$ cat src/rtl/id_ex_stage_if.sv
// id_ex_stage_if: ID-side inputs and EX-side outputs of the ID/EX pipeline register
interface id_ex_stage_if #(
    parameter int XLEN  = 32,
    parameter int CNT_W = 16
);
    logic             IF_ID_valid;
    logic [XLEN-1:0]  IF_ID_pc;
    logic [XLEN-1:0]  IF_ID_rs1_data;
    logic [XLEN-1:0]  IF_ID_rs2_data;
    logic [XLEN-1:0]  IF_ID_imm;
    logic [4:0]       IF_ID_rs1;
    logic [4:0]       IF_ID_rs2;
    logic [4:0]       IF_ID_rd;
    logic [1:0]       IF_ID_use;
    logic [7:0]       IF_ID_ctrl;
    logic             EX_flush;
    logic             ID_EX_valid;
    logic [XLEN-1:0]  ID_EX_pc;
    logic [XLEN-1:0]  ID_EX_rs1_data;
    logic [XLEN-1:0]  ID_EX_rs2_data;
    logic [XLEN-1:0]  ID_EX_imm;
    logic [4:0]       ID_EX_rs1;
    logic [4:0]       ID_EX_rs2;
    logic [4:0]       ID_EX_rd;
    logic [7:0]       ID_EX_ctrl;
    logic             stall;
    logic [CNT_W-1:0] stall_count;
    logic [CNT_W-1:0] flush_count;

    modport master (
        output IF_ID_valid, IF_ID_pc, IF_ID_rs1_data, IF_ID_rs2_data, IF_ID_imm,
               IF_ID_rs1, IF_ID_rs2, IF_ID_rd, IF_ID_use, IF_ID_ctrl, EX_flush,
        input  ID_EX_valid, ID_EX_pc, ID_EX_rs1_data, ID_EX_rs2_data, ID_EX_imm,
               ID_EX_rs1, ID_EX_rs2, ID_EX_rd, ID_EX_ctrl, stall, stall_count, flush_count
    );

    modport slave (
        input  IF_ID_valid, IF_ID_pc, IF_ID_rs1_data, IF_ID_rs2_data, IF_ID_imm,
               IF_ID_rs1, IF_ID_rs2, IF_ID_rd, IF_ID_use, IF_ID_ctrl, EX_flush,
        output ID_EX_valid, ID_EX_pc, ID_EX_rs1_data, ID_EX_rs2_data, ID_EX_imm,
               ID_EX_rs1, ID_EX_rs2, ID_EX_rd, ID_EX_ctrl, stall, stall_count, flush_count
    );
endinterface

$ cat src/rtl/id_ex_stage.sv
// id_ex_stage: ID/EX pipeline register with load-use stall, branch flush and perf counters
module id_ex_stage #(
    parameter int XLEN  = 32,
    parameter int CNT_W = 16
) (
    input logic          clk,
    input logic          reset,
    id_ex_stage_if.slave bus
);
    localparam logic [CNT_W-1:0] CNT_MAX = '1;
    localparam logic [CNT_W-1:0] CNT_ONE = 1;

    logic            hazard;
    logic            bubble;
    logic            nxt_valid;
    logic [XLEN-1:0] nxt_pc;
    logic [XLEN-1:0] nxt_rs1_data;
    logic [XLEN-1:0] nxt_rs2_data;
    logic [XLEN-1:0] nxt_imm;
    logic [4:0]      nxt_rs1;
    logic [4:0]      nxt_rs2;
    logic [4:0]      nxt_rd;
    logic [7:0]      nxt_ctrl;

    assign hazard = bus.ID_EX_valid & bus.ID_EX_ctrl[5] & (bus.ID_EX_rd != 5'd0) & bus.IF_ID_valid &
                    ((bus.IF_ID_use[0] & (bus.IF_ID_rs1 == bus.ID_EX_rd)) |
                     (bus.IF_ID_use[1] & (bus.IF_ID_rs2 == bus.ID_EX_rd)));
    assign bus.stall = hazard & ~bus.EX_flush;
    assign bubble    = bus.EX_flush | bus.stall;

    // A flush or stall turns EX into an all-zero NOP; otherwise take ID's instruction
    always_comb begin
        nxt_valid    = ~bubble & bus.IF_ID_valid;
        nxt_pc       = bubble ? '0 : bus.IF_ID_pc;
        nxt_rs1_data = bubble ? '0 : bus.IF_ID_rs1_data;
        nxt_rs2_data = bubble ? '0 : bus.IF_ID_rs2_data;
        nxt_imm      = bubble ? '0 : bus.IF_ID_imm;
        nxt_rs1      = bubble ? '0 : bus.IF_ID_rs1;
        nxt_rs2      = bubble ? '0 : bus.IF_ID_rs2;
        nxt_rd       = bubble ? '0 : bus.IF_ID_rd;
        nxt_ctrl     = nxt_valid ? bus.IF_ID_ctrl : '0;
    end

    // Pipeline register; reset leaves a NOP in EX
    always_ff @(posedge clk or posedge reset) begin
        if (reset) begin
            bus.ID_EX_valid    <= 1'b0;
            bus.ID_EX_pc       <= '0;
            bus.ID_EX_rs1_data <= '0;
            bus.ID_EX_rs2_data <= '0;
            bus.ID_EX_imm      <= '0;
            bus.ID_EX_rs1      <= '0;
            bus.ID_EX_rs2      <= '0;
            bus.ID_EX_rd       <= '0;
            bus.ID_EX_ctrl     <= '0;
        end else begin
            bus.ID_EX_valid    <= nxt_valid;
            bus.ID_EX_pc       <= nxt_pc;
            bus.ID_EX_rs1_data <= nxt_rs1_data;
            bus.ID_EX_rs2_data <= nxt_rs2_data;
            bus.ID_EX_imm      <= nxt_imm;
            bus.ID_EX_rs1      <= nxt_rs1;
            bus.ID_EX_rs2      <= nxt_rs2;
            bus.ID_EX_rd       <= nxt_rd;
            bus.ID_EX_ctrl     <= nxt_ctrl;
        end
    end

    // Saturating stall/flush cycle counters
    always_ff @(posedge clk or posedge reset) begin
        if (reset) begin
            bus.stall_count <= '0;
            bus.flush_count <= '0;
        end else begin
            if (bus.stall && bus.stall_count != CNT_MAX) bus.stall_count <= bus.stall_count + CNT_ONE;
            if (bus.EX_flush && bus.flush_count != CNT_MAX) bus.flush_count <= bus.flush_count + CNT_ONE;
        end
    end
endmodule

$ cat src/flat_wrapper.sv
// flat-port wrapper written by rule: the top's interface ports become plain ports
module id_ex_stage_flat 
#(
    parameter int XLEN  = 32,
    parameter int CNT_W = 16
)
  (clk, reset, bus_IF_ID_valid, bus_IF_ID_pc, bus_IF_ID_rs1_data, bus_IF_ID_rs2_data, bus_IF_ID_imm, bus_IF_ID_rs1, bus_IF_ID_rs2, bus_IF_ID_rd, bus_IF_ID_use, bus_IF_ID_ctrl, bus_EX_flush, bus_ID_EX_valid, bus_ID_EX_pc, bus_ID_EX_rs1_data, bus_ID_EX_rs2_data, bus_ID_EX_imm, bus_ID_EX_rs1, bus_ID_EX_rs2, bus_ID_EX_rd, bus_ID_EX_ctrl, bus_stall, bus_stall_count, bus_flush_count);
  id_ex_stage_if #(.XLEN(XLEN), .CNT_W(CNT_W)) bus_i ();
  input logic clk;
  input logic reset;
  input wire logic [$bits(bus_i.IF_ID_valid)-1:0] bus_IF_ID_valid;
  input wire logic [$bits(bus_i.IF_ID_pc)-1:0] bus_IF_ID_pc;
  input wire logic [$bits(bus_i.IF_ID_rs1_data)-1:0] bus_IF_ID_rs1_data;
  input wire logic [$bits(bus_i.IF_ID_rs2_data)-1:0] bus_IF_ID_rs2_data;
  input wire logic [$bits(bus_i.IF_ID_imm)-1:0] bus_IF_ID_imm;
  input wire logic [$bits(bus_i.IF_ID_rs1)-1:0] bus_IF_ID_rs1;
  input wire logic [$bits(bus_i.IF_ID_rs2)-1:0] bus_IF_ID_rs2;
  input wire logic [$bits(bus_i.IF_ID_rd)-1:0] bus_IF_ID_rd;
  input wire logic [$bits(bus_i.IF_ID_use)-1:0] bus_IF_ID_use;
  input wire logic [$bits(bus_i.IF_ID_ctrl)-1:0] bus_IF_ID_ctrl;
  input wire logic [$bits(bus_i.EX_flush)-1:0] bus_EX_flush;
  output wire logic [$bits(bus_i.ID_EX_valid)-1:0] bus_ID_EX_valid;
  output wire logic [$bits(bus_i.ID_EX_pc)-1:0] bus_ID_EX_pc;
  output wire logic [$bits(bus_i.ID_EX_rs1_data)-1:0] bus_ID_EX_rs1_data;
  output wire logic [$bits(bus_i.ID_EX_rs2_data)-1:0] bus_ID_EX_rs2_data;
  output wire logic [$bits(bus_i.ID_EX_imm)-1:0] bus_ID_EX_imm;
  output wire logic [$bits(bus_i.ID_EX_rs1)-1:0] bus_ID_EX_rs1;
  output wire logic [$bits(bus_i.ID_EX_rs2)-1:0] bus_ID_EX_rs2;
  output wire logic [$bits(bus_i.ID_EX_rd)-1:0] bus_ID_EX_rd;
  output wire logic [$bits(bus_i.ID_EX_ctrl)-1:0] bus_ID_EX_ctrl;
  output wire logic [$bits(bus_i.stall)-1:0] bus_stall;
  output wire logic [$bits(bus_i.stall_count)-1:0] bus_stall_count;
  output wire logic [$bits(bus_i.flush_count)-1:0] bus_flush_count;
  assign bus_i.IF_ID_valid = bus_IF_ID_valid;
  assign bus_i.IF_ID_pc = bus_IF_ID_pc;
  assign bus_i.IF_ID_rs1_data = bus_IF_ID_rs1_data;
  assign bus_i.IF_ID_rs2_data = bus_IF_ID_rs2_data;
  assign bus_i.IF_ID_imm = bus_IF_ID_imm;
  assign bus_i.IF_ID_rs1 = bus_IF_ID_rs1;
  assign bus_i.IF_ID_rs2 = bus_IF_ID_rs2;
  assign bus_i.IF_ID_rd = bus_IF_ID_rd;
  assign bus_i.IF_ID_use = bus_IF_ID_use;
  assign bus_i.IF_ID_ctrl = bus_IF_ID_ctrl;
  assign bus_i.EX_flush = bus_EX_flush;
  assign bus_ID_EX_valid = bus_i.ID_EX_valid;
  assign bus_ID_EX_pc = bus_i.ID_EX_pc;
  assign bus_ID_EX_rs1_data = bus_i.ID_EX_rs1_data;
  assign bus_ID_EX_rs2_data = bus_i.ID_EX_rs2_data;
  assign bus_ID_EX_imm = bus_i.ID_EX_imm;
  assign bus_ID_EX_rs1 = bus_i.ID_EX_rs1;
  assign bus_ID_EX_rs2 = bus_i.ID_EX_rs2;
  assign bus_ID_EX_rd = bus_i.ID_EX_rd;
  assign bus_ID_EX_ctrl = bus_i.ID_EX_ctrl;
  assign bus_stall = bus_i.stall;
  assign bus_stall_count = bus_i.stall_count;
  assign bus_flush_count = bus_i.flush_count;
  id_ex_stage #(.XLEN(XLEN), .CNT_W(CNT_W)) u_core (.clk(clk), .reset(reset), .bus(bus_i));
endmodule
$ cat config.mk
export PLATFORM = sky130hd
export DESIGN_NAME = id_ex_stage_flat
export DESIGN_NICKNAME = d
export VERILOG_FILES = /design/src/rtl/id_ex_stage_if.sv /design/src/rtl/id_ex_stage.sv /design/src/flat_wrapper.sv
export SDC_FILE = /design/constraint.sdc
export NUM_CORES = 1
export LEC_CHECK = 0
export BUFFER_PORTS_ARGS = -buffer_cell sky130_fd_sc_hd__buf_2
export CAP_MARGIN = 0
export CORE_AREA = 2 2 132 134
export DETAILED_ROUTE_END_ITERATION = 7
export DIE_AREA = 0 0 134 136
export GPL_ROUTABILITY_DRIVEN = 0
export PLACE_DENSITY = 0.71
export SETUP_SLACK_MARGIN = 0.3
export SLEW_MARGIN = 20
export SYNTH_ARGS = -nofsm -noshare
export SYNTH_HDL_FRONTEND = slang
export SYNTH_SLANG_ARGS = --single-unit
$ cat constraint.sdc
create_clock -name clk -period 9.6 [get_ports clk]
set_input_delay 0.96 -clock clk [delete_from_list [all_inputs] [get_ports clk]]
set_output_delay 0.96 -clock clk [all_outputs]
set_load 0.01 [all_outputs]
# Word-level counts from Yosys, hierarchy flattened
# Cells that the tools add are included.
[totals] regBits=184 latch_bits=0 mem_bits_rw=0 mem_bits_ro=0 in_bits=157 out_inout_bits=185 word_cells=40 n_memories=0
[op_classes] n_addsub=2 multipliers=0 div_mod_pow=0 magnitude_cmp=0 n_eq_ne=4 shift=0 muxes=8 bitwise=12 reduce_logical=3
[op_table] cell="32-bit two-way mux" count=4
[op_table] cell="16-bit by 1-bit adder with 16-bit output, second input constant" count=2
[op_table] cell="16-bit != test, second input constant" count=2
[op_table] cell="5-bit two-way mux" count=3
[op_table] cell="5-bit equality test" count=2
[op_table] cell="1-bit AND" count=8
[op_table] cell="8-bit two-way mux" count=1
[op_table] cell="5-bit nonzero test" count=1
[op_table] cell="1-bit logical AND" count=2
[op_table] cell="1-bit inverter" count=2
[op_table] cell="1-bit bitwise OR" count=2

# Longest topological paths before layout
# Gate-level depths: netlist (run 1).
[logic_depth] ltp_word=9 depth_mapped=7

# Worst setup path after synthesis (run 1)
# OpenSTA, ideal clock, no wires.
[synth_timing] path_type="input to output" start="in bus_IF_ID_rs2[2]" end="out bus_stall" t_arrival_ps=2077 t_required_ps=8640 setup_slack_ps=6563 path_stages=5 path_buffers=1 cell_sequence="xnor2_1 > nand4_1 > o22ai_2 > clkbuf_1 > and3_1"
[synth_between] elab_chain_cells=5
[synth_rtl] element="start, declared" line_no="flat_wrapper.sv:17" text="input wire logic [$bits(bus_i.IF_ID_rs2)-1:0] bus_IF_ID_rs2;"
[synth_rtl] element="5-bit equality test" line_no="id_ex_stage.sv:27" text="(bus.IF_ID_use[1] & (bus.IF_ID_rs2 == bus.ID_EX_rd)));"
[synth_rtl] element="1-bit AND" line_no="id_ex_stage.sv:27"
[synth_rtl] element="1-bit bitwise OR" line_no="id_ex_stage.sv:26" text="((bus.IF_ID_use[0] & (bus.IF_ID_rs1 == bus.ID_EX_rd)) |"
[synth_rtl] element="1-bit AND" line_no="id_ex_stage.sv:25" text="assign hazard = bus.ID_EX_valid & bus.ID_EX_ctrl[5] & (bus.ID_EX_rd != 5'd0) & bus.IF_ID_valid &"
[synth_rtl] element="1-bit AND" line_no="id_ex_stage.sv:28" text="assign bus.stall = hazard & ~bus.EX_flush;"
[synth_rtl] element="end, declared" line_no="flat_wrapper.sv:31" text="output wire logic [$bits(bus_i.stall)-1:0] bus_stall;"
# Every way passes these cells.

# Worst setup path in the final report (run 1)
[layout_timing] start="in bus_IF_ID_rs2[4]" end="out bus_stall"
# The elaborated chain is that of the path after synthesis.

==> results.cfg, run 1 <==
[route]
drt.antenna.violating_nets = 0
wl_per_cell_um = 15.7
detail_route.vias_per_cell = 4.40
routed-via-count = 4735
remaining_drc_errors = 0
detail_route.iter0.violations = 189
first_pass_iters = 4
wirelength_um = 16800

[sta]
max_slew_margin_pct = 36.4
hold_viol_final = 0
clock.fmax_ghz = 0.289
worst_hold_slack_ns = 0.500
post-route-min-period_ns = 3.46
finalCritPeriodShare_pct = 36.0
setup_repair_after_global_routing_missed_its_margin = no
slew_violations = 0
finalSetupViolCount = 0
final_critical_path_setup_slack_ns = 6.14
slew_at_the_pin_with_the_worst_max_slew_slack_ns = 0.954
setup_total_negative_slack_ns = 0
finalClockSkew_ns = 0.0105

[synth]
synth-edff-count = 0
synth-async-reset-ratio_pct = 100
synthesis.nets = 651
synthesis.area_um2 = 6600
synthDistinctLibCells = 31
syn_inst = 492
ys_seq_elements = 184
ys_seq_area_share_pct = 69.7
synth_top_flop_cell = dfrtp_1
count_of_warnings_emitted_by_yosys = 0
avgSynthCellArea_um2 = 13.4

[critical_path]
worst-endpoint-arrival_ns = 2.50
crit_required_ns = 8.64
critPathLaunchType = primary input
worstPathMaxFanout = 18
timing.critical_path.slowest_cell_delay_ns = 0.69
cp_cell_sequence = buf_2 -> xnor2_1 -> nand4_1 -> o22ai_2 -> and3_1 -> buf_2
worstSetupEndpointType = output pin
timing_worst_setup_path_type = primary input to output pin
critPathMostFrequentCell = buf_2
largest_delay_contributor_family_on_the_critical_path = compound AO/OA/AOI/OAI gates
timing.critical_path.slowest_stage_cell = o22ai_2
critical_path.n_buffers_inverters = 2

[grt]
grt_antenna_before_repair = 2
grt_pass1_vias = 4703
grt_start_max_net_pins = 109
grt_first_pass_wirelength_um = 25400
globalRouteTotalUtil_pct = 18.4
grt_overflow = 0

[cts]
clock_insertion_delay_worst_skew_ns = 0.42
cts_tree = done
ctsResizeCount = 0
clock_tree_buf_depth = 2
cts_buffers = 17
post_cts.repair.setup_buffers = 0
h_tree_levels = 4
root_buffer_cell = clkbuf_16
worst_setup_hold_path_clk_slew_ns = 0.07
cts_num_sinks = 184
post_cts_hold_buffer_count = 0

[place]
placed_cell_area_um2 = 8490
hpwlAfterDp_um = 12500
detailedPlace.worstSlack_ns = 5.91
port_buffers = 341

[power]
power.share.switching_pct = 25.1
p_switching_mw = 0.431
p_comb_share_pct = 11.1
internal_power_mw = 1.29
static-leakage-power_nw = 4.87
seqPwrFrac_pct = 49.5
clock_power_share_pct = 39.4
irDropWorstVdd_mv = 0.116
power.density_nw_per_um2 = 189

[layout]
num_antenna_cells = 0
final_cell_area_um2 = 9090
syn_to_final_growth_pct = 37.6
drive_above_1_share_pct = 44.9
layout.nets = 996
final_core_util_pct = 53.8

[die]
fp.dieW_um = 134
placementRows = 48
initial_core_utilization_pct = 39.1
placeableCoreArea_um2 = 16900
die-area_um2 = 18200
boundaryPins = 342
die_h_um = 136

[min_path]
timing.hold.worst.class = flip-flop to flip-flop

[run_status]
result_of_the_run = completed

[job]
max_cap_violations = 0
## layer usage
metal | part of all wire, % | track usage, %
met5 | 0.077 | 0
met4 | 2.0 | 7.21
met3 | 7.5 | 6.34
met2 | 50 | 30.8
met1 | 40 | 21.9
## layout make-up
class                           instances  area (µm²)
Inverter                                4        22.5
Clock buffer                           20         457
Multi-Input combinational cell        286        1860
Tap cell                              225         282
Timing Repair Buffer                  344        1750
Sequential cell                       184        4600
Fill cell                            1486        7790
Clock inverter                         12         116
## power by group through the flow
stage	Clock [mW]	Sequential (mW)	Combinational [mW]
global placement	0	0.864	0.190
floorplan	0	0.886	0.0736
finish	0.677	0.851	0.190
CTS	0.697	0.851	0.193
detailed placement	0	0.865	0.192
global route	0.731	0.856	0.212
## registers in the layout, indices dropped and copies added, names as in the netlist, 8 cells and up
register	count
u_core.bus.ID_EX_imm	32
u_core.bus.ID_EX_pc	32
u_core.bus.ID_EX_rs1_data	32
u_core.bus.ID_EX_rs2_data	32
u_core.bus.flush_count	16
u_core.bus.stall_count	16
u_core.bus.ID_EX_ctrl	8
## worst register-to-register path, cell delays in order, from the launching register on
cell	delay, ns
dfrtp_1	0.42
or3_1	0.41
o311a_1	0.40
and2_4	0.22
a21oi_4	0.52
buf_4	0.63
and2_1	0.26
## synth_stat cells (2+ instances only)
library cell | number | area, µm²
a21oi_1 | 4 | 20.0
a31oi_1 | 2 | 12.5
and2_1 | 152 | 951
and3_1 | 7 | 43.8
buf_6 | 8 | 90.1
clkbuf_1 | 10 | 37.5
dfrtp_1 | 184 | 4600
ha_1 | 2 | 25.0
inv_1 | 4 | 15.0
mux2_2 | 3 | 33.8
nand2_1 | 14 | 52.6
nand2b_1 | 2 | 12.5
nand3_1 | 12 | 60.1
nand4_1 | 21 | 131
nor2_1 | 8 | 30.0
nor2b_1 | 2 | 12.5
nor3_1 | 5 | 25.0
nor4_1 | 6 | 37.5
xnor2_1 | 33 | 289
xor2_1 | 2 | 17.5
## metrics by stage
| stage | std cells | power, mW |
|---|---|---|
| finish | 1075 | 1.72 |
| global route | 1075 | 1.80 |
| floorplan | 492 | 0.959 |
| CTS | 1074 | 1.74 |
| global placement | 1042 | 1.05 |
| detailed placement | 1042 | 1.06 |
## cells by family (layout without fill, tap and decap cells)
group | after synthesis | count (layout) | share of synthesized area, %
compound gates | 11 | 11 | 1.31
xor+xnor | 35 | 35 | 4.64
fa+ha+maj | 2 | 2 | 0.379
buf+inv | 22 | 380 | 2.16
flops | 184 | 184 | 69.7
mux | 4 | 4 | 0.663
simple gates | 234 | 234 | 21.1
## worst paths after layout
| path | start | end | slack, ns | cells past startpoint |
|---|---|---|---|---|
| min in group asynchronous | reset | u_core.bus.ID_EX_rs1_data[4]$_DFF_PP0_ | 0.67 | 2 |
| min | u_core.bus.flush_count[15]$_DFFE_PP0P_ | u_core.bus.flush_count[15]$_DFFE_PP0P_ | 0.50 | 1 |
| min reg2reg | u_core.bus.flush_count[15]$_DFFE_PP0P_ | u_core.bus.flush_count[15]$_DFFE_PP0P_ | 0.50 | 1 |
| max in group asynchronous | reset | u_core.bus.ID_EX_rs2[3]$_DFF_PP0_ | 7.44 | 3 |
| max reg2reg | u_core.bus.ID_EX_rd[1]$_DFF_PP0_ | u_core.bus.ID_EX_imm[6]$_DFF_PP0_ | 6.67 | 6 |
| max | bus_IF_ID_rs2[4] | bus_stall | 6.14 | 6 |
## layout by cell type, fill, tap and decap left out, drive strengths merged, types with 2 or more instances in the layout
cell type / instances
a21oi: 5
a31oi: 2
and2: 153
and3: 7
buf: 344
clkbuf: 20
clkinv: 6
dfrtp: 184
ha: 2
inv: 8
mux2: 3
nand2: 14
nand2b: 2
nand3: 12
nand4: 21
nor2: 8
nor2b: 2
nor3: 5
nor4: 6
xnor2: 33
xor2: 2
Note: power is estimated with default switching activity, not from simulation.
==> run 2, diff against run 1 <==
--- a/config.mk
+++ b/config.mk
@@ -7,11 +7,11 @@
 export LEC_CHECK = 0
 export BUFFER_PORTS_ARGS = -buffer_cell sky130_fd_sc_hd__buf_2
 export CAP_MARGIN = 0
-export CORE_AREA = 2 2 132 134
+export CORE_AREA = 2 2 134 136
 export DETAILED_ROUTE_END_ITERATION = 7
-export DIE_AREA = 0 0 134 136
+export DIE_AREA = 0 0 136 138
 export GPL_ROUTABILITY_DRIVEN = 0
-export PLACE_DENSITY = 0.71
+export PLACE_DENSITY = 0.72
 export SETUP_SLACK_MARGIN = 0.3
 export SLEW_MARGIN = 20
 export SYNTH_ARGS = -nofsm -noshare
==> constraint.sdc (replaced) <==
create_clock -name clk -period 2.8 [get_ports clk]
set_input_delay 0.28 -clock clk [delete_from_list [all_inputs] [get_ports clk]]
set_output_delay 0.28 -clock clk [all_outputs]
set_load 0.01 [all_outputs]
==> results.cfg, run 2 (synthesis results as in run 1) <==
[place]
detailedPlace.worstSlack_ns = 0.620
port_buffers = 341
hpwlAfterDp_um = 12900
placed_cell_area_um2 = 8590

[sta]
setup_repair_after_global_routing_missed_its_margin = no
finalSetupViolCount = 0
slew_violations = 0
max_slew_margin_pct = 40.4
finalCritPeriodShare_pct = 82.1
slew_at_the_pin_with_the_worst_max_slew_slack_ns = 0.893
final_critical_path_setup_slack_ns = 0.501
setup_total_negative_slack_ns = 0
finalClockSkew_ns = 0.00928
hold_viol_final = 0
clock.fmax_ghz = 0.435
post-route-min-period_ns = 2.30

[critical_path]
timing.critical_path.slowest_stage_cell = dfrtp_1
timing_worst_setup_path_type = flip-flop to output pin
largest_delay_contributor_family_on_the_critical_path = simple AND/OR/NAND/NOR gates
timing.critical_path.slowest_cell_delay_ns = 0.43
crit_required_ns = 2.52
worstSetupEndpointType = output pin
worst-endpoint-arrival_ns = 2.02
critPathLaunchType = flip-flop
cp_cell_sequence = xnor2_1 -> nand4_1 -> o22ai_4 -> and3_1 -> buf_2
critical_path.n_buffers_inverters = 1
worstPathMaxFanout = 11

[cts]
root_buffer_cell = clkbuf_16
cts_num_sinks = 184
cts_tree = done
clock_tree_buf_depth = 2
h_tree_levels = 4
clock_insertion_delay_worst_skew_ns = 0.41
worst_setup_hold_path_clk_slew_ns = 0.07
cts_buffers = 17
post_cts_hold_buffer_count = 0

[route]
first_pass_iters = 4
wirelength_um = 17100
wl_per_cell_um = 15.8
detail_route.iter0.violations = 210
routed-via-count = 4812
remaining_drc_errors = 0
topRoutingLayerUsed = met4
drt.antenna.violating_nets = 0
route.met2.wl_um = 8420
m1WireLength_um = 6890
detail_route.vias_per_cell = 4.44
wl_met3_um = 1450

[grt]
grt_first_pass_wirelength_um = 25700
grt_overflow = 0
globalRouteTotalUtil_pct = 18.0
grt_start_max_net_pins = 74
grt_pass1_vias = 4721
grt_antenna_before_repair = 4

[layout]
nFillCells = 1548
layout.cells.most_common = buf_2
drive_above_1_share_pct = 45.2
layout.nets = 1000
top_library_cells_by_usage_in_the_layout_fill_and_taps_aside = buf_2 (341), dfrtp_1 (184), and2_1 (152), xnor2_1 (33), nand4_1 (21)
sequential_cell_area_um2 = 4600
area_of_the_multi_input_gates_um2 = 1860
final_cell_area_um2 = 9250
syn_to_final_growth_pct = 40.0

[power]
seqPwrFrac_pct = 47.1
power.density_nw_per_um2 = 669
clock_power_share_pct = 42.1
irDropWorstVdd_mv = 0.400
static-leakage-power_nw = 4.93
internal_power_mw = 4.72
p_comb_share_pct = 10.8
power.share.switching_pct = 23.6
p_switching_mw = 1.46

[min_path]
timing.hold.worst.class = primary input to async pin

[die]
fp.dieW_um = 136
die_h_um = 138
die-area_um2 = 18800
initial_core_utilization_pct = 37.7
placementRows = 49
placeableCoreArea_um2 = 17500
boundaryPins = 342

[run_status]
result_of_the_run = completed

[job]
max_cap_violations = 0
## run 2: area by class of cell
cell class / count / share of cell area, %
Antenna cell: 4 / 0.108
Clock buffer: 17 / 4.60
Clock inverter: 13 / 2.33
Inverter: 4 / 0.203
Multi-Input combinational cell: 286 / 20.2
Sequential cell: 184 / 49.8
Tap cell: 229 / 3.10
Timing Repair Buffer: 348 / 19.7
## run 2: layer usage
metal / vias up / GRT usage, %
met1: 2295 / 22.2
met4: 0 / 6.09
met3: 19 / 6.60
met5: - / 0
met2: 212 / 29.1
li1: 2286 / -
## run 2: worst register-to-register path: cells and delay by family, from the launching register on
kind | cells | cell delay [ns]
AO/OA/AOI/OAI | 2 | 0.87
flip-flops | 1 | 0.42
AND/OR/NAND/NOR | 3 | 0.85
## run 2: path summary, 6_finish.rpt
| path | endpoint | cells after the start | start | slack [ns] |
|---|---|---|---|---|
| worst min-delay path | u_core.bus.ID_EX_imm[5]$_DFF_PP0_ | 2 | reset | 0.04 |
| worst min register to register | u_core.bus.flush_count[15]$_DFFE_PP0P_ | 1 | u_core.bus.flush_count[15]$_DFFE_PP0P_ | 0.50 |
| max in group asynchronous | u_core.bus.ID_EX_rd[2]$_DFF_PP0_ | 3 | reset | 2.01 |
| worst max-delay path | bus_stall | 5 | u_core.bus.ID_EX_rd[4]$_DFF_PP0_ | 0.50 |
| worst max register to register | u_core.bus.ID_EX_ctrl[3]$_DFF_PP0_ | 5 | u_core.bus.ID_EX_rd[1]$_DFF_PP0_ | 0.60 |
| min in group clk | u_core.bus.ID_EX_pc[16]$_DFF_PP0_ | 2 | bus_IF_ID_pc[16] | 0.06 |
## run 2: timing repair
| item | in CTS | in global routing |
|---|---|---|
| buffers inserted | 0 | 0 |
| resized for setup | 0 | 1 |
| endpoints found under the setup margin | 0 | 1 |
## run 2: power by group through the flow
stage	clock network (mW)	registers [mW]	logic, mW
detailed placement	0	2.97	0.678
floorplan	0	3.04	0.253
CTS	2.67	2.92	0.680
global route	2.79	2.93	0.739
global placement	0	2.96	0.668
finish	2.60	2.91	0.666
## run 2: per-stage QoR
| step | hold slack, ns | power [mW] | utilization, % | instances |
|---|---|---|---|---|
| after detailed placement | 0.482 | 3.64 | 49.0 | 1051 |
| after floorplan | 0.409 | 3.29 | - | 492 |
| final | 0.0418 | 6.18 | 52.7 | 1085 |
| after global routing | 0.0426 | 6.47 | 52.7 | 1084 |
| after CTS | 0.0376 | 6.27 | 52.6 | 1081 |
| after global placement | 0.483 | 3.63 | 49.0 | 1051 |
==> run 3, diff against run 2 <==
==> constraint.sdc (replaced) <==
create_clock -name clk -period 1.9 [get_ports clk]
set_input_delay 0.19 -clock clk [delete_from_list [all_inputs] [get_ports clk]]
set_output_delay 0.19 -clock clk [all_outputs]
set_load 0.01 [all_outputs]
==> results.cfg, run 3 (synthesis results as in run 1) <==
[critical_path]
worst-endpoint-arrival_ns = 2.45
timing.critical_path.slowest_cell_delay_ns = 0.40
cp_cell_sequence = or3_1 -> o311a_1 -> and2_4 -> a21oi_4 -> buf_12 -> clkbuf_16 -> buf_8 -> and2_1
crit_required_ns = 2.25
worstPathMaxFanout = 6
critPathLaunchType = flip-flop
worstSetupEndpointType = flip-flop
timing.critical_path.slowest_stage_cell = dfrtp_1
timing_worst_setup_path_type = flip-flop to flip-flop

[grt]
grt_pass1_vias = 6612
grt_first_pass_wirelength_um = 36400
grt_overflow = 0
globalRouteTotalUtil_pct = 25.8
grt_start_max_net_pins = 115
grt_antenna_before_repair = 9

[sta]
finalClockSkew_ns = 0.0169
worst_hold_slack_ns = 0.0220
setup_repair_after_global_routing_missed_its_margin = yes
slew_violations = 0
finalSetupViolCount = 155
max_slew_margin_pct = 59.6
setup_total_negative_slack_ns = -21.60
finalCritPeriodShare_pct = 110
final_critical_path_setup_slack_ns = -0.193
post-route-min-period_ns = 2.09
slew_at_the_pin_with_the_worst_max_slew_slack_ns = 0.607
clock.fmax_ghz = 0.478
hold_viol_final = 0

[min_path]
timing.hold.worst.class = primary input to flip-flop

[route]
wl_per_cell_um = 21.4
drt.antenna.violating_nets = 0
detail_route.iter0.violations = 356
first_pass_iters = 5
wirelength_um = 28200
remaining_drc_errors = 0
routed-via-count = 6358
detail_route.vias_per_cell = 4.82

[place]
hpwlAfterDp_um = 13800
placed_cell_area_um2 = 8880
detailedPlace.worstSlack_ns = -0.0515
port_buffers = 341

[power]
irDropWorstVdd_mv = 0.666
power.density_nw_per_um2 = 795
static-leakage-power_nw = 6.38

[layout]
final_cell_area_um2 = 12300
top_library_cells_by_usage_in_the_layout_fill_and_taps_aside = buf_2 (340), dfrtp_1 (179), dlygate4sd3_1 (142), and2_4 (90), and2_1 (63)
layout.nets = 1227
final_core_util_pct = 70.3
syn_to_final_growth_pct = 86.7
layout.cells.most_common = buf_2
drive_above_1_share_pct = 54.4
nFillCells = 1099

[cts]
cts_buffers = 17
root_buffer_cell = clkbuf_16
clock_tree_buf_depth = 2
cts_num_sinks = 184
cts_tree = done
worst_setup_hold_path_clk_slew_ns = 0.08
h_tree_levels = 4
clock_insertion_delay_worst_skew_ns = 0.43

[die]
die_h_um = 138
placementRows = 49
initial_core_utilization_pct = 37.7
die-area_um2 = 18800
placeableCoreArea_um2 = 17500
fp.dieW_um = 136
boundaryPins = 342

[run_status]
failed_checks = setup timing
result_of_the_run = complete, but fails checks

[job]
max_cap_violations = 0
[run 3: per-layer routing]
layer	share of wire, %	global-route usage [%]
met1	35	27.5
met2	52	44.4
met5	0.085	0
met3	7.5	8.36
met4	5.0	14.8
[run 3: worst paths after layout]
path | depth (start not counted) | end | from | slack (ns)
max in group asynchronous | 4 | u_core.bus.ID_EX_rd[2]$_DFF_PP0_ | reset | 0.78
max reg2reg | 8 | u_core.bus.ID_EX_pc[10]$_DFF_PP0_ | u_core.bus.ID_EX_rd[3]$_DFF_PP0_ | -0.19
min in group asynchronous | 3 | u_core.bus.ID_EX_ctrl[7]$_DFF_PP0_ | reset | 0.27
min | 2 | u_core.bus.ID_EX_rs2[0]$_DFF_PP0_ | bus_IF_ID_rs2[0] | 0.02
max | 8 | u_core.bus.ID_EX_pc[10]$_DFF_PP0_ | u_core.bus.ID_EX_rd[3]$_DFF_PP0_ | -0.19
min reg2reg | 1 | u_core.bus.stall_count[13]$_DFFE_PP0P_ | u_core.bus.stall_count[13]$_DFFE_PP0P_ | 0.52
[run 3: stage by stage]
stage,total power [mW],instances
global placement,5.38,1076
finish,9.80,1319
global route,10.2,1316
floorplan,4.86,492
CTS,9.44,1281
detailed placement,5.42,1076
[run 3: layout make-up]
class                      instances  area (µm²)  area share (%)
tap                              229         287            2.32
inverter                           4        18.8           0.152
antenna                           10        25.0           0.203
clock inverter                    14         191            1.55
clock buffer                      17         425            3.45
multi-input combinational        286        2270            18.4
timing repair buffer             575        4500            36.5
sequential                       184        4610            37.4
[run 3: what timing repair did]
action	CTS	global route
pin swaps	26	19
hold buffers	142	0
resized for setup	50	102
endpoints found under the setup margin	177	181
setup buffers	25	10
endpoints found under the hold margin	211	0
gates cloned	7	18
[run 3: worst max-delay path: cells and delay by family (launching register included)]
kind,cells,cell delay [ns]
simple gates,3,0.68
compound gates,2,0.53
buf+inv,3,0.42
flops,1,0.40
[run 3: where the power goes]
part           internal (mW)  switching, mW
clock network           2.01           1.74
logic                  0.966          0.769
registers               4.15          0.166
total                   7.12           2.68
